[config.mk]
export PLATFORM = sky130hd
export DESIGN_NAME = fir_band_envelope
export DESIGN_NICKNAME = d
export VERILOG_FILES = /design/src/rtl/fir_band_envelope.sv
export SDC_FILE = /design/constraint.sdc
export NUM_CORES = 1
export LEC_CHECK = 0
export ABC_AREA = 1
export CAP_MARGIN = 20
export CORE_ASPECT_RATIO = 0.8
export CORE_MARGIN = 3
export CORE_UTILIZATION = 49
export DETAILED_ROUTE_END_ITERATION = 10
export GPL_TIMING_DRIVEN = 0
export PLACE_DENSITY = 0.71
export SYNTH_ARGS = -nofsm -noshare
export SYNTH_HDL_FRONTEND = slang
export SYNTH_HIERARCHICAL = 1
export SYNTH_SLANG_ARGS = --single-unit
[constraint.sdc]
create_clock -name clk_slow -period 3.6 [get_ports clk_slow]
set_clock_uncertainty 0.2 [all_clocks]
set_input_delay 0.72 -clock clk_slow [delete_from_list [all_inputs] [get_ports clk_slow]]
set_output_delay 0.72 -clock clk_slow [all_outputs]
set_load 0.05 [all_outputs]
[src/rtl/fir_band_envelope.sv]
// Per-band windowed envelope detector: mean absolute level and peak magnitude
// over 2^LOG2_WIN accepted samples, published together with a one-cycle strobe.

module fir_band_env_lane #(
   parameter int LOG2_WIN = 4
) (
   input  logic       clk_slow,
   input  logic       rst,
   input  logic       accept_i,
   input  logic       close_i,
   input  logic       clear_i,
   input  logic [8:0] mag_i,
   output logic [8:0] level_o,
   output logic [8:0] peak_o
);
   localparam int AW = 9 + LOG2_WIN;

   logic [AW-1:0] acc_q, acc_d, sum;
   logic [8:0]    pk_q, pk_d, mx;
   logic [8:0]    level_q, level_d, peak_q, peak_d;

   // Accumulator is wide enough for 2^LOG2_WIN full-scale samples, so no wrap.
   assign sum = acc_q + AW'(mag_i);
   assign mx  = (mag_i > pk_q) ? mag_i : pk_q;

   always_comb begin
      acc_d   = acc_q;
      pk_d    = pk_q;
      level_d = level_q;
      peak_d  = peak_q;
      if (clear_i) begin
         acc_d = '0;
         pk_d  = '0;
      end else if (accept_i) begin
         if (close_i) begin
            level_d = sum[AW-1:LOG2_WIN];
            peak_d  = mx;
            acc_d   = '0;
            pk_d    = '0;
         end else begin
            acc_d = sum;
            pk_d  = mx;
         end
      end
   end

   always_ff @(posedge clk_slow or negedge rst) begin
      if (!rst) begin
         acc_q   <= '0;
         pk_q    <= '0;
         level_q <= '0;
         peak_q  <= '0;
      end else begin
         acc_q   <= acc_d;
         pk_q    <= pk_d;
         level_q <= level_d;
         peak_q  <= peak_d;
      end
   end

   assign level_o = level_q;
   assign peak_o  = peak_q;
endmodule

module fir_band_envelope #(
   parameter int LOG2_WIN = 4,
   parameter int NBANDS   = 4
) (
   input  logic                clk_slow,
   input  logic                rst,
   input  logic                sample_en,
   input  logic                clear,
   input  logic [9:0]          band0_in,
   input  logic [9:0]          band1_in,
   input  logic [9:0]          band2_in,
   input  logic [9:0]          band3_in,
   output logic [8:0]          level0,
   output logic [8:0]          level1,
   output logic [8:0]          level2,
   output logic [8:0]          level3,
   output logic [8:0]          peak0,
   output logic [8:0]          peak1,
   output logic [8:0]          peak2,
   output logic [8:0]          peak3,
   output logic                level_valid,
   output logic [LOG2_WIN-1:0] win_count
);
   logic [NBANDS-1:0][8:0] mag, lvl, pk;
   logic [LOG2_WIN-1:0]    cnt_q, cnt_d;
   logic                   vld_q, vld_d;
   logic                   accept, close;
   logic                   unused_sign;

   // Sign-magnitude input: the sign bit never contributes to the envelope.
   assign mag[0] = band0_in[8:0];
   assign mag[1] = band1_in[8:0];
   assign mag[2] = band2_in[8:0];
   assign mag[3] = band3_in[8:0];
   assign unused_sign = ^{band0_in[9], band1_in[9], band2_in[9], band3_in[9]};

   assign accept = sample_en & ~clear;
   assign close  = accept & (cnt_q == '1);

   always_comb begin
      cnt_d = cnt_q;
      vld_d = close;
      if (clear)
         cnt_d = '0;
      else if (accept)
         cnt_d = cnt_q + LOG2_WIN'(1);
   end

   always_ff @(posedge clk_slow or negedge rst) begin
      if (!rst) begin
         cnt_q <= '0;
         vld_q <= 1'b0;
      end else begin
         cnt_q <= cnt_d;
         vld_q <= vld_d;
      end
   end

   for (genvar g = 0; g < NBANDS; g++) begin : g_lane
      fir_band_env_lane #(.LOG2_WIN(LOG2_WIN)) u_lane (
         .clk_slow (clk_slow),
         .rst      (rst),
         .accept_i (accept),
         .close_i  (close),
         .clear_i  (clear),
         .mag_i    (mag[g]),
         .level_o  (lvl[g]),
         .peak_o   (pk[g])
      );
   end

   assign level0      = lvl[0];
   assign level1      = lvl[1];
   assign level2      = lvl[2];
   assign level3      = lvl[3];
   assign peak0       = pk[0];
   assign peak1       = pk[1];
   assign peak2       = pk[2];
   assign peak3       = pk[3];
   assign level_valid = vld_q;
   assign win_count   = cnt_q;
endmodule

## Word level (Yosys, flattened, before mapping)

Index checks and enable logic that the tools add are counted.

- Equal/unequal tests: 1
- Bitwise logic cells: 3
- Add/subtract/negate cells: 5
- Reductions and logical operators: 2
- Magnitude comparators: 4
- Mux-type cells: 30

Operators with widths:

| kind | number |
|---|---|
| 13-bit 2-to-1 mux | 12 |
| 9-bit 2-to-1 mux | 16 |
| 13-bit by 9-bit adder with 13-bit output | 4 |
| 9-bit > comparator | 4 |
| 4-bit 2-to-1 mux | 2 |
| 4-bit by 1-bit adder with 4-bit output, second input constant | 1 |
| 4-bit equality test, second input constant | 1 |
| 3-bit AND reduction | 1 |
| 1-bit AND | 2 |
| 2-bit nonzero test | 1 |
| 1-bit inverter | 1 |

- Bits of input ports: 44
- Register bits after elaboration: 165
- Output and inout port bits: 77
- Word-level logic and storage cells: 63

## Depth between registers and ports, before layout

Gate-level depths: netlist of the first run.

- Depth after elaboration: 6
- Mapped depth: 12
- Depth with buffers taken out: 12

## By module

The synthesis of the first run kept the hierarchy.

By module, submodules not included:

| module | cells an instance | times used | area an instance (um^2) | sequential area each (um^2) |
|---|---|---|---|---|
| fir_band_env_lane (g_lane[1].u_lane ...) | 343 | 2 | 2,536.2 | 1,001.0 |
| fir_band_env_lane (g_lane[3].u_lane) | 342 | 1 | 2,573.7 | 1,001.0 |
| fir_band_env_lane (g_lane[0].u_lane) | 341 | 1 | 2,531.2 | 1,001.0 |
| fir_band_envelope | 28 | 1 | 230.2 | 125.1 |

## Worst setup path after synthesis of the first run

Ideal clock, no wire load.

- Kind: flip-flop to flip-flop
- From: reg cnt_q[1], in the netlist win_count[1]
- To: reg g_lane[0].u_lane.level_q[4]
- Arrival time: 2.581 ns
- Required time: 3.282 ns
- Period minus slack after synthesis: 2.899 ns
- Cell stages (with the launch flop): 10
- Path buffers: 1
- Setup time: 0.118 ns
- Path slack: 0.701 ns
- Path through: dfrtp_1 ha_1 nand3_1 nor2_1 inv_2 nor3_4 inv_4 buf_6 nand2_1 nand2_1

- Word-level cells in the longest chain between the ends: 3

RTL lines:

| what | RTL line | text |
|---|---|---|
| from (decl) | 89 | `logic [LOG2_WIN-1:0] cnt_q, cnt_d;` |
| from (signal assigned) | 118 | `cnt_q <= cnt_d;` |
| 4-bit equality test | 102 | `assign close = accept & (cnt_q == '1);` |
| 1-bit AND | 102 |  |
| net close | 91 | `logic accept, close;` |
| 3-bit AND reduction (no line) | - |  |
| to (signal assigned) | 56 | `level_q <= level_d;` |
| to (decl) | 20 | `logic [8:0] level_q, level_d, peak_q, peak_d;` |

The timed path passes the listed nets, and every way through them passes these cells.
A chain may end at the register's enable or synchronous reset.

## Final worst setup path of the first run

- From: in clear
- To: reg g_lane[1].u_lane.peak_q[0]

- Word-level cells in the longest chain between the ends: 4

RTL lines:

| what | RTL line | text |
|---|---|---|
| from (decl) | 72 | `input logic clear,` |
| 1-bit inverter (no line) | - |  |
| 1-bit AND | 101 | `assign accept = sample_en & ~clear;` |
| 1-bit AND | 102 |  |
| net close | 91 |  |
| 3-bit AND reduction (no line) | - |  |
| to (signal assigned) | 57 | `peak_q <= peak_d;` |
| to (decl) | 20 |  |

The timed path passes the listed nets, and every way through them passes these cells.

==> results of run 1 <==
==> worst max-delay path: cells and delay by family <==
| kind | cells | cell delay [ns] |
|---|---|---|
| buffers and inverters | 6 | 1.39 |
| and+or+nand+nor | 5 | 1.26 |
==> through the flow <==
step / instance area [µm²] / utilization, % / setup WS [ns] / setup TNS [ns]
global placement: 11900 / 57.4 / -5.42 / -967.26
floorplan: 10400 / - / 0.701 / 0
finish: 12500 / 60.4 / 0.300 / 0
global route: 12500 / 60.4 / 0.0740 / 0
detailed placement: 11900 / 57.6 / -0.636 / -41.66
CTS: 12500 / 60.4 / 0.270 / 0
==> registers in the layout, indices dropped and copies added (netlist names) <==
| name | cells |
|---|---|
| g_lane.u_lane/acc_q | 52 |
| g_lane.u_lane/level_o | 36 |
| g_lane.u_lane/peak_o | 36 |
| g_lane.u_lane/pk_q | 36 |
| win_count | 4 |
| level_valid | 1 |
==> power by group through the flow <==
stage | Clock [mW] | Combinational, mW | Sequential (mW)
2_1_floorplan | 0 | 0.590 | 2.04
3_3_place_gp | 0 | 0.902 | 2.00
3_5_place_dp | 0 | 0.920 | 2.00
4_1_cts | 1.91 | 0.925 | 1.97
5_1_grt | 1.99 | 1.04 | 1.98
6_report | 1.86 | 0.922 | 1.97
==> how the worst max path moves through the flow <==
stage	startpoint	to	slack, ns	depth (start not counted)
after detailed placement	clear	g_lane[1].u_lane/peak_o[0]	-0.64	11
final	clear	g_lane[1].u_lane/peak_o[0]	0.30	11
after global routing	clear	g_lane[1].u_lane/peak_o[1]	0.07	11
after floorplan	win_count[1]	g_lane[0].u_lane/level_o[4]	0.70	9
after global placement	rst	g_lane[0].u_lane/level_o[1]	-5.42	1
after CTS	clear	g_lane[1].u_lane/peak_o[0]	0.27	11
==> final cells by class <==
type | count | share of cell area (%)
Clock inverter | 13 | 1.19
Inverter | 196 | 5.95
Multi-Input combinational cell | 1016 | 43.0
Buffer | 20 | 1.16
Tap cell | 269 | 2.68
Sequential cell | 165 | 32.9
Clock buffer | 19 | 3.53
Timing Repair Buffer | 118 | 9.60
==> per-layer routing <==
metal	wire [µm]	global-route usage [%]	part of all wire, %	vias up
li1	-	-	-	4744
met1	13000	34.2	50	4387
met2	11500	35.7	44	238
met3	1350	4.27	5.2	30
met4	305	5.86	1.2	0
met5	0	0	0	-
==> cells in the final DEF, fill, tap and decap left out, types with 2 or more instances in the layout <==
cell type	count
nand4_2	2
clkbuf_1	5
inv_4	4
xnor2_1	16
o21bai_1	4
clkinv_4	3
xor2_1	8
a22o_1	4
nand2_2	10
ha_1	73
nand3b_2	3
nand2_4	3
a21oi_1	37
fa_1	4
nor3_1	8
nor2_2	8
nand4_1	20
clkbuf_16	17
o22ai_1	4
nor3_4	8
nand2_1	524
a21o_1	4
nand3_4	5
inv_2	4
inv_6	4
nor2_1	48
buf_2	8
dfrtp_1	165
inv_1	188
clkdlybuf4s50_1	114
o21ai_0	25
clkinvlp_4	3
nand3_1	194
bufinv_16	2
buf_6	9
==> what timing repair did <==
action | 4_1_cts | 5_1_grt
resized for setup | 1 | 0
endpoints found under the setup margin | 44 | 0
setup buffers | 0 | 0
==> cells by family after synthesis <==
| group | after synthesis | share of synthesized area (%) |
|---|---|---|
| AND/OR/NAND/NOR | 837 | 36.1 |
| buffers and inverters | 216 | 8.56 |
| flip-flops | 165 | 39.7 |
| AO/OA/AOI/OAI | 78 | 4.14 |
| adder cells (fa/ha/maj) | 77 | 9.55 |
| XOR/XNOR | 24 | 2.02 |
==> results.md, run 1 <==
- CP max stage cell: dlygate4sd2_1
- Post-route insts no fill: 1816
- Via count: 9399
- Sw power: 1.46 mW
- Switch share: 30.6%
- Leak: 6.73 nW
- Critical Path Start Type: input pin
- First-pass GRT wire length: 43500 µm
- # Max-Cap Violations: 0
- Int Power: 3.30 mW
- Max Slew Vio Count: 0
- Synth top cells by count: nand2_1, nand3_1, inv_1
- Die area: 23000 µm²
- RSZ-0062 raised after global routing: no
- Critical path class: in2reg
- Most common cell in the netlist: nand2_1
- I/O pins: 121
- Fin crit period: 3.30 ns
- Reg clk slew, reported paths: 0.07 ns
- Worst-path fanout max: 14
- Dpl hpwl: 19300 µm
- WL per Instance: 14.4 µm
- Avg Cell Area, Syn: 7.45 µm²
- WP data required: 3.71 ns
- Post-synthesis sequential area ratio: 39.7%
- Fin crit share: 91.7%
- Clock Tree Buf Depth: 2
- Clk sink count: 165
- Initial antenna violation count: 0
- Top cells by area, synth: dfrtp_1, nand2_1, nand3_1
- Hold-fix buffers, CTS: 0
- Synth top area share: 39.7%
- Clk_lat worst skew: 0.43 ns
- Comb pwr share: 19.4%
- Largest net degree at the start of global routing: 103
- DRT antenna net count: 0
- GP Congestion: 0.952
- Share of cells above drive strength 1: 6.46%
- CTS tree: built
- Vias in the first global route: 8933
- R2R depth: 10
- Ys flop type: dfrtp_1
- Post-Synthesis Cells: 1397
- GRT overflow: 0
- Overall Power: 4.75 mW
- Post-Syn Area: 10400 µm²
- Sequential share of power: 41.5%
- Relative slew margins: 34.0%
- Root Buffer: clkbuf_16
- Final WL: 26100 µm
- Core area: 20800 µm²
- Final setup fails: 0
- Register Area: 4130 µm²
- Status: complete, no violations
- Row cnt: 47
- Worst EP arrival: 3.41 ns
- Crit. End Element: register
- Layout Nets: 1655
- Pwr Density: 379 nW/µm²
- Fin. Hold Viols: 0
- Iter 0 DRT Violations: 740
- Crit-path cells: dlygate4sd2_1 -> inv_1 -> nand2_1 -> nor2_1 -> buf_6 -> inv_2 -> nor3_4 -> inv_4 -> buf_6 -> nand2_1 -> nand2_1
- Critical Path Max Stage Delay: 0.55 ns
- Die X: 169 µm
- Worst VDD drop: 0.296 mV
- Syn Nets: 1518
- Port Buffers: 116
- Gr usage total: 23.3%
- Antenna Cells: 0
- Synthesized flop and latch total: 165
- Vias per cell: 5.18
- Synth async-reset ratio: 100%
- Max Clk Rate: 0.303 GHz
- Worst hold path type: in2async
- Pre-antenna DRT Iters: 7
- Worst r2r src: win_count[0]
- Final hold slack: 0.0201 ns
- H-Tree Depth: 4
- Leading area contributor after synthesis: dfrtp_1
- Worst-Margin Slew: 0.990 ns
- Initial core utilization: 50.1%
- Fillers: 1877
- DRC: 0
- TritonCTS buffer count: 17
- Layout area overhead: 20.5%
- R2R Setup Slk: 0.81 ns
- Synth unique cells: 33
- Reg2Reg Capture Point: g_lane[1].u_lane/peak_o[0]
- Die H: 136 µm
- Synth warnings: 6
- Multi-input logic area: 5390 µm²
- Number of flops mapped to enable cells by yosys: 0
- Most frequent cell on the critical path: nand2_1
- Cell count after placement: 1784
- Clock network power share: 39.1%
(Power assumes the default switching activity.)
==> run 2, diff against run 1 <==
--- a/config.mk
+++ b/config.mk
@@ -7,7 +7,7 @@
 export LEC_CHECK = 0
 export ABC_AREA = 1
 export CAP_MARGIN = 20
-export CORE_ASPECT_RATIO = 0.8
+export CORE_ASPECT_RATIO = 1.25
 export CORE_MARGIN = 3
 export CORE_UTILIZATION = 49
 export DETAILED_ROUTE_END_ITERATION = 10
==> results.md, run 2 (synthesis results as in run 1) <==
- Hold-fix buffers, CTS: 0
- WL per Instance: 14.2 µm
- Worst VDD drop: 0.336 mV
- Layout area overhead: 20.6%
- First-pass GRT wire length: 43700 µm
- Antenna Cells: 0
- Clock Tree Buf Depth: 2
- Layout Nets: 1655
- Reg with most FFs: g_lane.u_lane/acc_q
- Clk_lat worst skew: 0.43 ns
- Worst setup margin: 0.270 ns
- Met3 wire len: 1290 µm
- GP Congestion: 0.903
- Most frequent cell on the critical path: nand2_1
- Crit. End Element: register
- Worst-Margin Slew: 0.984 ns
- RSZ-0062 raised after global routing: no
- R2R depth: 10
- Pre-antenna DRT Iters: 5
- Worst EP arrival: 3.44 ns
- CP max stage cell: dlygate4sd2_1
- Dpl hpwl: 19300 µm
- Final WL: 25800 µm
- Levels on crit path: 11
- Dpl cell area: 12000 µm²
- WP data required: 3.71 ns
- DRT antenna net count: 0
- Gr usage total: 23.4%
- Leak: 6.74 nW
- Pre-CTS setup slack: -0.649 ns
- Clk sink count: 165
- CP bufs+invs: 6
- CP delay by family, top: buffers and inverters
- Worst hold path type: in2async
- Most common cell after layout, fill and taps aside: nand2_1
- Initial core utilization: 50.0%
- Setup tns final: 0 ns
- Initial antenna violation count: 2
- Overall Power: 4.80 mW
- DRC: 0
- Die H: 169 µm
- Relative slew margins: 34.4%
- Post-CTS Repair Setup Buffers: 0
- Die X: 136 µm
- Max Clk Rate: 0.300 GHz
- Core area: 20800 µm²
- Via count: 9387
- Final setup fails: 0
- Iter 0 DRT Violations: 467
- Row cnt: 59
- # Max-Cap Violations: 0
- Reg clk slew, reported paths: 0.07 ns
- Root Buffer: clkbuf_16
- Port Buffers: 116
- Vias per cell: 5.15
- H-Tree Depth: 4
- Max Slew Vio Count: 0
- Pwr Density: 382 nW/µm²
- Status: complete, no violations
- Largest register FFs: 52
- Fin crit share: 92.5%
- Highest-count cells in the layout ignoring fill and taps: nand2_1, nand3_1, inv_1
- CTS tree: built
- Critical path class: in2reg
- Final hold slack: 0.0373 ns
- Top Layer Used: met5
- Met1 WL: 11400 µm
- Vias in the first global route: 9171
- GRT overflow: 0
- Critical Path Start Type: input pin
- Largest net degree at the start of global routing: 97
- Critical Path Max Stage Delay: 0.55 ns
- Worst-path fanout max: 14
- Fin. Hold Viols: 0
- Die area: 23000 µm²
- Crit-path cells: dlygate4sd2_1 -> inv_1 -> nand2_1 -> nor2_1 -> buf_6 -> inv_2 -> nor3_4 -> inv_4 -> buf_6 -> nand2_1 -> nand2_1
- TritonCTS buffer count: 17
- Final Instance Area: 12600 µm²
- WL met2: 12600 µm
- I/O pins: 121
- Share of cells above drive strength 1: 6.33%
- Fin crit period: 3.33 ns
[run 2: changes by cell type in the layout (fill, tap and decap cells not counted), sizes merged]
cell,before,now
bufinv,2,3
clkbuf,23,25
clkinv,4,6
clkinvlp,3,1
inv,200,197
[run 2: per-stage QoR]
| stage | cells | utilization (%) |
|---|---|---|
| 2_1_floorplan | 1397 | - |
| 3_5_place_dp | 1789 | 57.4 |
| 4_1_cts | 1821 | 60.3 |
| 6_report | 1821 | 60.3 |
| 3_3_place_gp | 1787 | 57.2 |
| 5_1_grt | 1821 | 60.3 |
[run 2: routing by layer]
| metal | track usage, % | vias to the layer above |
|---|---|---|
| met2 | 39.8 | 221 |
| met5 | 0 | - |
| met3 | 4.13 | 39 |
| li1 | - | 4758 |
| met1 | 30.5 | 4365 |
| met4 | 6.75 | 4 |
[run 2: timing repair]
action	4_1_cts	5_1_grt
endpoints found under the hold margin	0	0
setup endpoints to repair	37	0
gates resized for setup	1	0
[run 2: where the power goes]
group	switching, mW	leakage (nW)	internal (mW)
clock	0.791	0.292	1.12
combinational	0.602	4.18	0.317
sequential	0.0442	2.27	1.93
[run 2: path summary, 6_finish.rpt]
check	from	endpoint	slack, ns
min in group clk_slow	g_lane[0].u_lane/peak_o[0]	g_lane[0].u_lane/peak_o[0]	0.28
worst min-delay path	rst	g_lane[2].u_lane/acc_q[8]	0.04
worst max-delay path	clear	g_lane[1].u_lane/level_o[4]	0.27
worst min register to register	g_lane[0].u_lane/peak_o[0]	g_lane[0].u_lane/peak_o[0]	0.28
worst max register to register	win_count[0]	g_lane[1].u_lane/level_o[4]	0.75
max in group asynchronous	rst	g_lane[3].u_lane/acc_q[1]	2.26
[run 2: worst reg2reg max path: stages (launching register included)]
cell	delay [ns]
dfrtp_1	0.43
ha_1	0.22
nand3_1	0.09
nor2_1	0.52
buf_6	0.23
inv_2	0.05
nor3_4	0.54
inv_4	0.15
buf_6	0.19
nand2_1	0.06
nand2_1	0.06
[run 2: cell type report]
cell class,instances,area (µm²)
fillers,1962,8260
flip-flops and latches,165,4130
well taps,274,343
inverters,196,746
plain buffers,20,145
clock inverters,11,151
repair buffers,118,1200
multi-input cells,1016,5390
clock buffers,21,450
==> patch 1: new RTL, config.mk and constraints of run 2 <==
Put a register stage on the output `level0`. The value now appears one clock later. The other outputs are not delayed to match.
--- a/src/rtl/fir_band_envelope.sv
+++ b/src/rtl/fir_band_envelope.sv
@@ -135,3 +135,5 @@
 
-   assign level0      = lvl[0];
+   always_ff @(posedge clk_slow) begin
+      level0 <= lvl[0];
+   end
    assign level1      = lvl[1];
Formal check against the unedited RTL: same outputs for any inputs over 4 cycles, from zero or initial values and one cycle with rst low; that may be too few to reach the edited logic, so the function may still have changed.
==> patch 1 against run 2 <==
Sequential cell count increased by 9; final area rose by 1.3%; combinational power fell by 7.3%; clock power decreased by 2%; largest power group unchanged; utilization up 0.17 points; largest cell class unchanged; global-route usage up 0.26 points; register-to-register slack better by 210 ps; area after synthesis is 1.7% higher; die area up 1.7%; worst setup slack improved by 190 ps; non-clock buffer count unchanged; power down 0.54%; sequential share of layout area up 0.98 points; wire length increased by 3.7%.
==> patch 1: results (changes against run 2) <==
Yosys
  • Post-synth ARST share: 0.948 (-0.0517)
  • Synthesized area per cell: 7.53 um2 (+1.1%)
  • Synth top cells by count: nand2_1 (522), nand3_1 (193), inv_1 (189)
  • Synth cell types: 34 (+3.0%)
  • Post-synthesis sequential area ratio: 0.407 (+0.0103)
  • Synth top area cells: dfrtp_1 (39%), nand2_1 (19%), nand3_1 (9.1%)
  • Syn_nets: 1527 (+0.59%)

Cells and area
  • Max reg flops: 52 (unchanged)
  • Final #Nets: 1664 (+0.54%)
  • Share of cells above drive strength 1: 0.0649 (+0.00156)
  • # fillers: 1976 (+0.71%)

Setup path
  • CP arrival: 3260 ps (-180 ps)
  • Worst-path fanout max: 13 (-1)
  • RR Endpoint: g_lane[1].u_lane/peak_o[0]
  • R2R setup slack: 960 ps (+210 ps)

Detailed routing
  • DRT iter0 DRCs: 583 (+25%)
  • DR WL/cell: 14.6 um (+3.2%)
  • First-pass DRT Iterations: 5 (unchanged)
  • Vias per std cell: 5.16 (about the same)
  • Routed WL: 26700 um (+3.7%)

Power and ir drop
  • Clock share of power: 0.392 (-0.006)
  • Lkg Pwr: 6.80 nW (+0.96%)
  • Worst VDD drop: 317 uV (-5.8%)
  • P_seq: 2.05 mW (+4%)
  • Switch Pwr: 1.46 mW (+1.8%)
  • Design Power: 4.77 mW (-0.54%)

GRT
  • GR Util All Layers: 0.237 (+0.00263)
  • Largest net degree at the start of global routing: 89 (-8.2%)
  • Antenna violations before repair: 1 (-1)
  • GR Overflow Total: 0 (unchanged)
  • First-pass GRT wire length: 44600 um (+2.2%)
  • Number of global-route vias before repair: 9415 (+2.7%)

CTS
  • Clock slew at reported path FFs: 70 ps (about the same)
  • CTS buffer count: 17 (unchanged)
  • Max Root-Sink Buffers: 2 (unchanged)

Placed design
  • Inst Count DP: 1798 (+0.50%)
  • Post-DP HPWL: 19700 um (+2.0%)
  • Placed Area: 12100 um2 (+1.5%)
  • Final GP Congestion: 0.903 (about the same)
  • Pre-CTS WS: -469 ps (+180 ps)

Timing
  • Least-Margin Pin Slew: 967 ps (-17.0 ps)
  • Crit share post-route: 0.872 (-0.0533)

Status
  • Status: complete, no violations
## patch 1: final cells by class
cell class | count | area, um2 | area share
buffer | 20 | 145 | 0.0114
inverter | 197 | 749 | 0.0589
tap | 274 | 343 | 0.0269
clock buffer | 18 | 439 | 0.0345
multi-input combinational | 1015 | 5380 | 0.423
clock inverter | 14 | 151 | 0.0119
timing repair buffer | 118 | 1200 | 0.0946
sequential | 174 | 4310 | 0.339
## patch 1: worst min-delay path by stage
stage / slack, ps / endpoint / depth (start not counted)
after floorplan: 150 / level0[0] / 0
after global placement: 160 / level0[5] / 0
after detailed placement: 160 / level0[8] / 0
after CTS: 70 / g_lane[2].u_lane/acc_q[8] / 1
after global routing: 90 / g_lane[2].u_lane/acc_q[8] / 1
final: 50 / g_lane[2].u_lane/acc_q[8] / 1
## patch 1: critical path: cells and delay by family
kind,cells,cell delay [ps]
AND/OR/NAND/NOR,5,1060
buffers and inverters,6,1460
## patch 1: cells by family after synthesis
logic type | synth area share
AO/OA/AOI/OAI | 0.0411
buffers and inverters | 0.0845
adder cells (fa/ha/maj) | 0.0938
XOR/XNOR | 0.0199
flip-flops | 0.407
AND/OR/NAND/NOR | 0.354
## patch 1: metal layers
| layer | vias to the layer above | global-route usage | wire length (um) |
|---|---|---|---|
| li1 | 4766 | - | - |
| met3 | 47 | 0.0355 | 1210 |
| met2 | 224 | 0.414 | 13200 |
| met4 | 2 | 0.0742 | 517 |
| met5 | - | 0 | 7 |
| met1 | 4396 | 0.299 | 11800 |
## patch 1: repair_timing
item,in CTS,in global routing
resized for setup,1,0
buffers inserted,0,0
hold buffers,0,0
endpoints found under the setup margin,10,0
==> patch 2: new RTL, flow settings as in run 2 <==
Without the edit above. `LOG2_WIN` is set to 4 in 2 places; all go to 2.
--- a/src/rtl/fir_band_envelope.sv
+++ b/src/rtl/fir_band_envelope.sv
@@ -4,3 +4,3 @@
 module fir_band_env_lane #(
-   parameter int LOG2_WIN = 4
+   parameter int LOG2_WIN = 2
 ) (
@@ -65,3 +65,3 @@
 module fir_band_envelope #(
-   parameter int LOG2_WIN = 4,
+   parameter int LOG2_WIN = 2,
    parameter int NBANDS   = 4
Interface: changed (resized win_count); port bits go from 121 to 119. The function was not compared with the original's and may differ.
==> patch 2 against run 2 <==
Area after synthesis fell by 7.2%; final area is 6.0% lower; combinational power increased by 7.8%; critical endpoint is now g_lane[3].u_lane/acc_q[5]; sequential cell count decreased by 10; non-clock buffer count grew 1; critical path depth down 4; wire length shrank 9.6%; highest routed layer is now met4; power is 0.74% higher; largest power group is now clock; largest cell class unchanged; critical path type unchanged; worst setup slack gained 350 ps.
==> patch 2: results (changes against run 2) <==
Timing
  • Hold WS: 56.6 ps (+19.3 ps)
  • Max-slew headroom: 0.289 (-0.0548)

Detailed routing
  • DRT met1 WL: 10500 um (-8.2%)
  • Wire length on met2: 11500 um (-8.7%)
  • Vias: 8484 (-9.6%)
  • DRT iter0 DRCs: 449 (-3.9%)
  • WL met3: 857 um (-33%)
  • Top Metal Used: met4
  • Routed WL: 23300 um (-9.6%)
  • First-pass DRT Iterations: 5 (unchanged)

Power and ir drop
  • Combinational gate power: 0.991 mW (+7.8%)
  • Sw Ratio: 0.301 (+0.00127)
  • Clock share of power: 0.407 (+0.009)
  • Gate power share: 0.205 (+0.013)
  • Worst VDD drop: 319 uV (-5.2%)
  • Lkg Pwr: 6.29 nW (-6.6%)

Yosys
  • Syn_nets: 1364 (-10%)
  • Synth cell types: 36 (+9.1%)
  • Synth top area cells: dfrtp_1 (40%), nand2_1 (17%), ha_1 (9.5%)
  • Post-synth ARST share: 1.00 (unchanged)
  • Post-synthesis sequential area ratio: 0.402 (+0.00493)
  • Mapped Cells: 1243 (-11%)
  • Synth Warn #: 6 (unchanged)
  • Synth top cells by count: nand2_1 (448), nand3_1 (176), dfrtp_1 (155)

Placed design
  • Placed Area: 11200 um2 (-6.7%)
  • Final GP Congestion: 0.877 (-2.9%)
  • Inst Count DP: 1619 (-9.5%)
  • Input/output buffers: 114 (-1.7%)
  • Post-DP HPWL: 17100 um (-11%)

CTS
  • Clock slew at reported path FFs: 60 ps
  • H-tree levels: 4 (unchanged)
  • CTS buffer count: 17 (unchanged)
  • Root buffer cell: clkbuf_16
  • Max Root-Sink Buffers: 2 (unchanged)
  • Clock latency at the later pin of the worst-skew pair: 430 ps (about the same)

Setup path
  • CP arrival: 3140 ps (-300 ps)
  • R2R setup slack: 1090 ps (+340 ps)
  • Worst path slowest cell: dlymetal6s2s_1
  • Slowest stage delay, CP: 780 ps (+230 ps)
  • Worst-path fanout max: 15 (+1)
  • CP delay by family, top: buffers and inverters

Status
  • Status: complete, no violations

GRT
  • Antenna violations before repair: 0 (-2)
  • GR Util All Layers: 0.227 (-0.00719)
  • First-pass GRT wire length: 40100 um (-8.2%)
  • Largest net degree at the start of global routing: 79 (-19%)

Cells and area
  • Top reg by flops: g_lane.u_lane/acc_q
  • Max reg flops: 44 (-15%)
  • # fillers: 1756 (-10%)
  • Ant. Diodes: 0 (unchanged)
  • Fin cells: 1651 (-9.3%)
  • Share of cells above drive strength 1: 0.0835 (+0.0201)
  • Final #Nets: 1498 (-9.5%)

Hold path
  • Min-Delay Path Class: in2async
-- patch 2: cell type report --
type	instances	share of cell area
buffer	24	0.0119
clock buffer	20	0.0387
clock inverter	12	0.0157
inverter	145	0.0461
multi-input combinational	919	0.432
sequential	155	0.329
tap	261	0.0277
timing repair buffer	115	0.0997
-- patch 2: final timing paths --
path	start	end
setup / recovery	clear	g_lane[3].u_lane/acc_q[5]
hold / removal	rst	g_lane[1].u_lane/level_o[1]
setup reg to reg	win_count[0]	g_lane[1].u_lane/peak_o[7]
hold reg to reg	g_lane[0].u_lane/level_o[0]	g_lane[0].u_lane/level_o[0]
max in group asynchronous	rst	g_lane[1].u_lane/acc_q[7]
min in group clk_slow	g_lane[0].u_lane/level_o[0]	g_lane[0].u_lane/level_o[0]
-- patch 2: what timing repair did --
item | in CTS | in global routing
buffers inserted | 0 | 0
gates resized for setup | 0 | 1
hold buffers | 0 | 0
endpoints found under the setup margin | 0 | 70
-- patch 2: layer usage --
| metal | track usage | vias to the layer above |
|---|---|---|
| met5 | 0 | - |
| met1 | 0.282 | 3981 |
| li1 | - | 4290 |
| met3 | 0.0417 | 42 |
| met4 | 0.0812 | 0 |
| met2 | 0.397 | 171 |
-- patch 2: kinds of logic after synthesis --
group | Yosys count | synth area share
compound gates | 73 | 0.0459
xor+xnor | 19 | 0.0172
flops | 155 | 0.402
buf+inv | 169 | 0.0709
simple gates | 750 | 0.361
fa+ha+maj | 77 | 0.103
-- patch 2: through the flow --
step	util	worst slack (ps)
after global placement	0.584	-4910
after detailed placement	0.585	-379
after CTS	0.619	77.5
after global routing	0.619	442
final	0.619	622
after floorplan	-	1170
